$ cat src/rtl/decoded_instr_queue.sv
// Decoded-instruction FIFO between decode and issue. Wrap-bit pointers give full/empty
// without a spare slot; flush or reset empties the queue in one cycle.
package ctrl_sigs;
    typedef enum logic [3:0] {
        UOP_NOP, UOP_ADDI, UOP_ADD, UOP_LW, UOP_SW, UOP_BEQ, UOP_JAL
    } uop_e;

    typedef struct packed {
        uop_e        uopcode;
        logic [4:0]  rd;
        logic [4:0]  rs1;
        logic [4:0]  rs2;
        logic [31:0] imm;
        logic        taken;
        logic        shadowed;
    } queue_item_t;
endpackage

module decoded_instr_queue
    import ctrl_sigs::*;
#(
    parameter  int DEPTH = 8,
    localparam int CNT_W = $clog2(DEPTH) + 1
) (
    input  logic              clk_i,
    input  logic              rst_i,
    input  logic              flush_i,
    input  logic              enq_valid_i,
    output logic              enq_ready_o,
    input  queue_item_t       enq_item_i,
    input  logic [31:0]       enq_pc_i,
    output logic              deq_valid_o,
    input  logic              deq_ready_i,
    output queue_item_t       deq_item_o,
    output logic [31:0]       deq_pc_o,
    output logic [CNT_W-1:0]  count_o
);
    localparam int IDX_W = $clog2(DEPTH);
    localparam int PTR_W = IDX_W + 1;

    queue_item_t mem_item_q [DEPTH];
    logic [31:0] mem_pc_q   [DEPTH];

    logic [PTR_W-1:0] head_q, head_d, tail_q, tail_d;
    logic [CNT_W-1:0] count_q, count_d;
    logic             empty, full, enq_fire, deq_fire;

    assign empty = (head_q == tail_q);
    assign full  = (head_q[IDX_W-1:0] == tail_q[IDX_W-1:0]) && (head_q[IDX_W] != tail_q[IDX_W]);

    // Ready/valid come from registered pointers only: no issue->decode comb path.
    assign enq_ready_o = !full;
    assign deq_valid_o = !empty;
    assign enq_fire    = enq_valid_i && enq_ready_o;
    assign deq_fire    = deq_valid_o && deq_ready_i;

    assign deq_item_o  = mem_item_q[head_q[IDX_W-1:0]];
    assign deq_pc_o    = mem_pc_q[head_q[IDX_W-1:0]];
    assign count_o     = count_q;

    always_comb begin
        head_d  = head_q + PTR_W'(deq_fire);
        tail_d  = tail_q + PTR_W'(enq_fire);
        count_d = count_q;
        case ({enq_fire, deq_fire})
            2'b10:   count_d = count_q + CNT_W'(1);
            2'b01:   count_d = count_q - CNT_W'(1);
            default: count_d = count_q;
        endcase
    end

    always_ff @(posedge clk_i) begin
        if (rst_i || flush_i) begin
            head_q  <= '0;
            tail_q  <= '0;
            count_q <= '0;
        end else begin
            head_q  <= head_d;
            tail_q  <= tail_d;
            count_q <= count_d;
        end
    end

    // Storage has no reset; an enq coinciding with flush/reset is dropped.
    always_ff @(posedge clk_i) begin
        if (enq_fire && !rst_i && !flush_i) begin
            mem_item_q[tail_q[IDX_W-1:0]] <= enq_item_i;
            mem_pc_q[tail_q[IDX_W-1:0]]   <= enq_pc_i;
        end
    end

    a_count_ptr: assert property (@(posedge clk_i) disable iff (rst_i)
        count_q == CNT_W'(tail_q - head_q));
    a_count_max: assert property (@(posedge clk_i) disable iff (rst_i)
        count_q <= CNT_W'(DEPTH));
    a_empty_hold: assert property (@(posedge clk_i) disable iff (rst_i)
        (empty && deq_ready_i && !flush_i) |=> $stable(head_q));
endmodule

$ cat config.mk
export PLATFORM = sky130hd
export DESIGN_NAME = decoded_instr_queue
export DESIGN_NICKNAME = d
export VERILOG_FILES = /design/src/rtl/decoded_instr_queue.sv
export SDC_FILE = /design/constraint.sdc
export NUM_CORES = 1
export LEC_CHECK = 0
export BUFFER_PORTS_ARGS = -buffer_cell sky130_fd_sc_hd__buf_2
export CORE_MARGIN = 4
export CORE_UTILIZATION = 64
export DETAILED_ROUTE_END_ITERATION = 10
export PLACE_DENSITY = 0.84
export SYNTH_ARGS = -nofsm -noshare
export SYNTH_HDL_FRONTEND = slang
export SYNTH_SLANG_ARGS = --single-unit
$ cat constraint.sdc
create_clock -name clk_i -period 22.1 [get_ports clk_i]
set_input_delay 4.42 -clock clk_i [delete_from_list [all_inputs] [get_ports clk_i]]
set_output_delay 4.42 -clock clk_i [all_outputs]
set_load 0.05 [all_outputs]
==> metrics.md, run 1 <==
| Metric | Value |
|---|---|
| Outcome | complete, no violations |
| Post-layout min period | 8.158 ns |
| Slew headroom | 26.01% |
| CTS resizes | 0 |
| Grt ovf | 0 |
| Final setup viols | 0 |
| Part of the cycle the worst path needs | 36.91% |
| Net count reported at finish | 1,386 |
| Final Hold Vio Count | 0 |
| CP Data Required Time | 17.68 ns |
| Mean number of vias per cell | 6.294 |
| Setup TNS | 0 ns |
| CTS tree | yes |
| Hold Buf Count CTS | 0 |
| Initial antenna violation count | 5 |
| Fmax | 122.6 MHz |
| Row count | 73 |
| Worst VDD drop | 0.00008383 V |
| GRT Total Usage | 24.32% |
| Vias in the first global route | 12,723 |
| Port Buffers | 180 |
| CTS root buffer | clkbuf_16 |
| DR DRC count | 0 |
| Unrepaired setup endpoints after global routing | false |
| Total design power | 2.661 mW |
| Syn_area_per_cell | 24.63 µm² |
| CP Data Arrival Time | 3.74 ns |
| Die area | 44,250 µm² |
| Startpoint types | flop |
| Final Wtd Congestion | 0.7390 |
| Drt initial violations | 1,194 |
| Net Count, Synth | 1,161 |
| Layout cells sized above 1 | 41.83% |
| CP Capture Type | output pin |
| Max Cap Violations | 0 |
| Synth Register Bits | 692 |
| Slew @ Worst Pin | 1.110 ns |
| Cell Count, Final, Fillers Out | 1,868 |
| Cells after Synth | 1,064 |
| P&R area growth vs syn | 14.12% |
| Distinct cells, synth | 31 |
| LEAKAGE | 9.481 nW |
| Global-route wire length before repair | 79.92 mm |
| Fill cell count | 2,139 |
| Clock latency on the worst-skew pair | 0.57 ns |
| Drt total wl | 52.52 mm |
| I/O Pins | 181 |
| Vias | 11,758 |
| DPL Wire Length | 27.36 mm |
| Worst-path fanout max | 54 |
| DR WL/cell | 28.12 µm |
| Number of buffers created by CTS | 68 |
| Critical path type | flop to output pin |
| Clock sinks | 692 |
| Postcts setup bufs | 0 |
| Die X | 210.4 µm |
| Initial Utilization | 65.36% |
| Clock buffer depth | 3 |
| Max Slew Vio Count | 0 |
| Post-Syn Area | 26,210 µm² |
| DRT Pass-1 Iters | 5 |
| Worst-path clk slew | 0.06 ns |
| Pwr dens | 88.97 nW/µm² |
| Synth warnings | 0 |
| Core box area | 40,100 µm² |
| Clock Skew | 0.01790 ns |
| DIE HEIGHT | 210.4 µm |
| Post-synthesis sequential area ratio | 78.83% |
| Placed cell count | 1,744 |
| Antenna Violating Nets Remaining | 0 |
| Placed Instance Area | 27,710 µm² |
| Final instance area | 29,910 µm² |
| Hold crit path type | flop to flop |
| H-tree Lvls | 3 |
| Core Util, Final | 74.59% |
| Pin count of the biggest net entering global routing | 69 |
## critical path, stage by stage, from the launching register on
cell and delay, ns:
dfxtp_4 1.08, buf_4 0.89, mux4_2 0.64, mux2_2 0.31, buf_2 0.22
## routing by layer
metal  wire (µm)  GRT usage (%)
met5          70              0
met3        4024          5.522
met1       20340          33.99
met2       27310          40.66
met4         780          5.198
## metrics by stage
| step | hold slack (ns) | worst slack (ns) |
|---|---|---|
| floorplan | 0.4993 | 8.545 |
| CTS | 0.5467 | 13.78 |
| detailed placement | 0.5281 | 14.45 |
| global route | 0.6137 | 13.58 |
| global placement | 0.5167 | 14.47 |
| finish | 0.5493 | 13.94 |
## placed cells by master (no fill, tap or decap), drive strengths merged, types with 2 or more instances in the layout
cell and count:
mux2 85, clkinvlp 2, diode 2, o21ai 2
nor4 3, and2 5, buf 205, nand3b 2
xnor2 3, dfxtp 12, clkinv 18, or3 2
xor2 8, ha 7, a21oi 3, clkbuf 95
nand2b 4, inv 4, nand2 2, nor3 7
edfxtp 680, mux4 170, bufinv 6, nand3 3
nor2 7
## cell type report
class	instances	area, µm²	share of cell area (%)
Multi-Input combinational cell	319	5286	17.68
Timing Repair Buffer	205	1089	3.640
Inverter	3	11.26	0.03765
Antenna cell	2	5.005	0.01673
Clock inverter	27	279.0	0.9329
Tap cell	525	656.9	2.196
Clock buffer	95	1909	6.384
Sequential cell	692	20670	69.12
## state kept, by name, indices dropped and copies added, names as in the netlist
name and flops:
mem_pc_q 256, head_q 4, tail_q 4, count_o 4, mem_item_q 424
## power breakdown
| part | leakage [nW] | switching, mW | internal (mW) |
|---|---|---|---|
| Sequential | 6.23 | 0.00375 | 1.45 |
| Combinational | 2.20 | 0.0572 | 0.0279 |
| Clock | 1.06 | 0.451 | 0.673 |
| Total | 9.48 | 0.512 | 2.15 |
## cell usage after synthesis (all sizes together)
cell type / count / area share [%]
a2111oi: 1 / 0.033
a211oi: 1 / 0.029
a21oi: 3 / 0.057
and2: 5 / 0.12
buf: 32 / 0.86
clkbuf: 18 / 0.26
dfxtp: 12 / 0.92
edfxtp: 680 / 78
ha: 7 / 0.33
inv: 3 / 0.043
mux2: 85 / 3.7
mux2i: 1 / 0.038
mux4: 170 / 15
nand2: 2 / 0.029
nand2b: 4 / 0.095
nand3: 3 / 0.057
nand3b: 2 / 0.057
nand4b: 1 / 0.033
nor2: 7 / 0.10
nor2b: 1 / 0.024
nor3: 7 / 0.13
nor4: 3 / 0.13
o21ai: 2 / 0.038
or2: 1 / 0.024
or3: 2 / 0.048
xnor2: 3 / 0.10
xor2: 8 / 0.27
## worst paths after layout
path	from	endpoint	slack, ns	cells after the start
setup reg to reg	head_q[0]	count_o[3]	17.50	10
setup / recovery	head_q[0]	deq_pc_o[3]	13.94	4
hold reg to reg	head_q[3]	head_q[3]	0.55	2
hold / removal	head_q[3]	head_q[3]	0.55	2
## logic make-up after synthesis
group / share of synthesized area, %
xor+xnor: 0.3676
flops: 78.83
simple gates: 0.8498
compound gates: 0.1575
mux: 18.30
fa+ha+maj: 0.3342
buf+inv: 1.160
Power figures use the tool's default switching activity.
==> run 2: changes to the inputs <==
--- a/config.mk
+++ b/config.mk
@@ -7,9 +7,9 @@
 export LEC_CHECK = 0
 export BUFFER_PORTS_ARGS = -buffer_cell sky130_fd_sc_hd__buf_2
 export CORE_MARGIN = 4
-export CORE_UTILIZATION = 64
+export CORE_UTILIZATION = 54
 export DETAILED_ROUTE_END_ITERATION = 10
-export PLACE_DENSITY = 0.84
+export PLACE_DENSITY = 0.75
 export SYNTH_ARGS = -nofsm -noshare
 export SYNTH_HDL_FRONTEND = slang
 export SYNTH_SLANG_ARGS = --single-unit
==> constraint.sdc (replaced) <==
create_clock -name clk_i -period 7.4 [get_ports clk_i]
set_input_delay 1.48 -clock clk_i [delete_from_list [all_inputs] [get_ports clk_i]]
set_output_delay 1.48 -clock clk_i [all_outputs]
set_load 0.05 [all_outputs]
==> metrics.md, run 2 (synthesis results as in run 1) <==
| Metric | Value |
|---|---|
| Outcome | complete, no violations (unchanged) |
| Clock sinks | 692 (unchanged) |
| Drt initial violations | 929 (was 1,194) |
| Postcts setup bufs | 0 (unchanged) |
| Fmax | 212.5 MHz |
| Grt ovf | 0 (unchanged) |
| DR DRC count | 0 (unchanged) |
| Top delay family on crit path | flip-flops (was buffers and inverters) |
| Pin count of the biggest net entering global routing | 125 (was 69) |
| Row count | 80 (was 73) |
| Initial Utilization | 54.78% (was 65.36%) |
| Commonest non-fill, non-tap cells in the layout | edfxtp_1 (680), buf_2 (180), mux4_2 (170) (unchanged) |
| Net count reported at finish | 1,386 (unchanged) |
| DPL Wire Length | 26.12 mm (was 27.36 mm) |
| Final Wtd Congestion | 0.7256 (was 0.7390) |
| Worst-path fanout max | 124 (was 54) |
| Most common cell after layout, fill and taps aside | edfxtp_1 (unchanged) |
| Part of the cycle the worst path needs | 63.60% |
| DIE HEIGHT | 228.3 µm (was 210.4 µm) |
| Layout cells sized above 1 | 41.92% (was 41.83%) |
| Critical path buffers and inverters | 2 (unchanged) |
| Startpoint types | flop (unchanged) |
| Vias in the first global route | 12,265 (was 12,723) |
| Core box area | 47,850 µm² (was 40,100 µm²) |
| Global-route wire length before repair | 75.96 mm (was 79.92 mm) |
| Hold Buf Count CTS | 0 (unchanged) |
| Max Slew Vio Count | 0 (unchanged) |
| Hold crit path type | flop to flop (unchanged) |
| Largest register FFs | 424 (unchanged) |
| Slew @ Worst Pin | 1.039 ns (was 1.110 ns) |
| DRT Pass-1 Iters | 4 (was 5) |
| Core Util, Final | 62.62% (was 74.59%) |
| Sequential Area | 20,670 µm² (unchanged) |
| Post-layout min period | 4.707 ns |
| Area of the multi-input gates | 5304 µm² (was 5286 µm²) |
| Final instance area | 29,960 µm² (was 29,910 µm²) |
| Pwr dens | 260.1 nW/µm² (was 88.97 nW/µm²) |
| Final Hold Vio Count | 0 (unchanged) |
| Number of buffers created by CTS | 69 (was 68) |
| CP Data Required Time | 5.92 ns (was 17.68 ns) |
| I/O Pins | 181 (unchanged) |
| DR WL/cell | 25.60 µm (was 28.12 µm) |
| Initial antenna violation count | 8 (was 5) |
| H-tree Lvls | 3 (unchanged) |
| Slew headroom | 30.73% (was 26.01%) |
| Die area | 52,120 µm² (was 44,250 µm²) |
| Die X | 228.3 µm (was 210.4 µm) |
| Slowest CP cell | dfxtp_4 (unchanged) |
| Unrepaired setup endpoints after global routing | false (unchanged) |
| Worst-path clk slew | 0.06 ns (about the same) |
| WHS | 0.5414 ns (was 0.5493 ns) |
| CP Data Arrival Time | 3.23 ns (was 3.74 ns) |
| Mean number of vias per cell | 5.888 (was 6.294) |
| Worst-path cell chain | buf_12 > mux4_2 > mux2_2 > buf_2 (was buf_4 > mux4_2 > mux2_2 > buf_2) |
| CTS resizes | 0 (unchanged) |
| CTS tree | yes (unchanged) |
| Port Buffers | 180 (unchanged) |
| GRT Total Usage | 19.37% (was 24.32%) |
| Placed Instance Area | 27,870 µm² (was 27,710 µm²) |
| Worst VDD drop | 0.0002202 V (was 0.00008383 V) |
| Clock Skew | 0.01197 ns (was 0.01790 ns) |
| Clock buffer depth | 3 (unchanged) |
| Clock latency on the worst-skew pair | 0.58 ns (was 0.57 ns) |
| Max Cap Violations | 0 (unchanged) |
| Critical path type | flop to output pin (unchanged) |
| Fill cell count | 3,229 (was 2,139) |
| LEAKAGE | 9.446 nW (was 9.481 nW) |
| Drt total wl | 50.04 mm (was 52.52 mm) |
| Final setup viols | 0 (unchanged) |
| Total design power | 7.793 mW (was 2.661 mW) |
| Antenna Violating Nets Remaining | 0 (unchanged) |
| CP Capture Type | output pin (unchanged) |
| CTS root buffer | clkbuf_16 (unchanged) |
| P&R area growth vs syn | 14.32% (was 14.12%) |
| Vias | 11,512 (was 11,758) |
| CP max stage delay | 0.83 ns (was 1.08 ns) |
run 2: cell count changes in the layout (fill, tap and decap cells not counted), sizes merged:
cell / change
clkinv: +3
inv: -1
buf: -1
clkinvlp: -1
clkbuf: -1
diode: +2
bufinv: -4
run 2: worst paths after layout:
path,cells past startpoint,from,slack (ns),end
worst max-delay path,4,head_q[1],2.69,deq_item_o[16]
worst min-delay path,2,count_o[2],0.54,count_o[2]
worst max register to register,12,head_q[0],3.58,count_o[2]
worst min register to register,2,count_o[2],0.54,count_o[2]
run 2: per-stage QoR:
stage	setup slack, ns	instances	setup TNS (ns)
floorplan	-0.9494	1064	-469.57
global placement	3.298	1833	0
detailed placement	3.215	1833	0
CTS	2.690	1951	0
global route	2.610	1953	0
finish	2.693	1955	0
run 2: tightest hold or removal path: stages (launching register included):
cell and delay (ns):
dfxtp_1 0.34, o21ai_0 0.09, a21oi_1 0.06
run 2: report_power, final:
part           switching (mW)  total (mW)  internal [mW]
logic                   0.170       0.254         0.0838
clock network            1.33        3.21           1.87
registers             0.00744        4.33           4.32
total                    1.51        7.79           6.28
run 2: layer usage:
metal | vias to the layer above | track usage, % | wire length [µm]
met2 | 293 | 30.99 | 25000
met3 | 74 | 4.923 | 2931
met5 | - | 0 | 52
li1 | 4996 | - | -
met4 | 8 | 5.434 | 770
met1 | 6141 | 27.14 | 21280
run 2: layout make-up:
class / instances / area share [%]
sequential: 692 / 69.00
multi-input combinational: 319 / 17.70
clock buffer: 94 / 6.394
timing repair buffer: 204 / 3.734
tap: 615 / 2.568
clock inverter: 24 / 0.5346
inverter: 3 / 0.03759
antenna: 4 / 0.03341
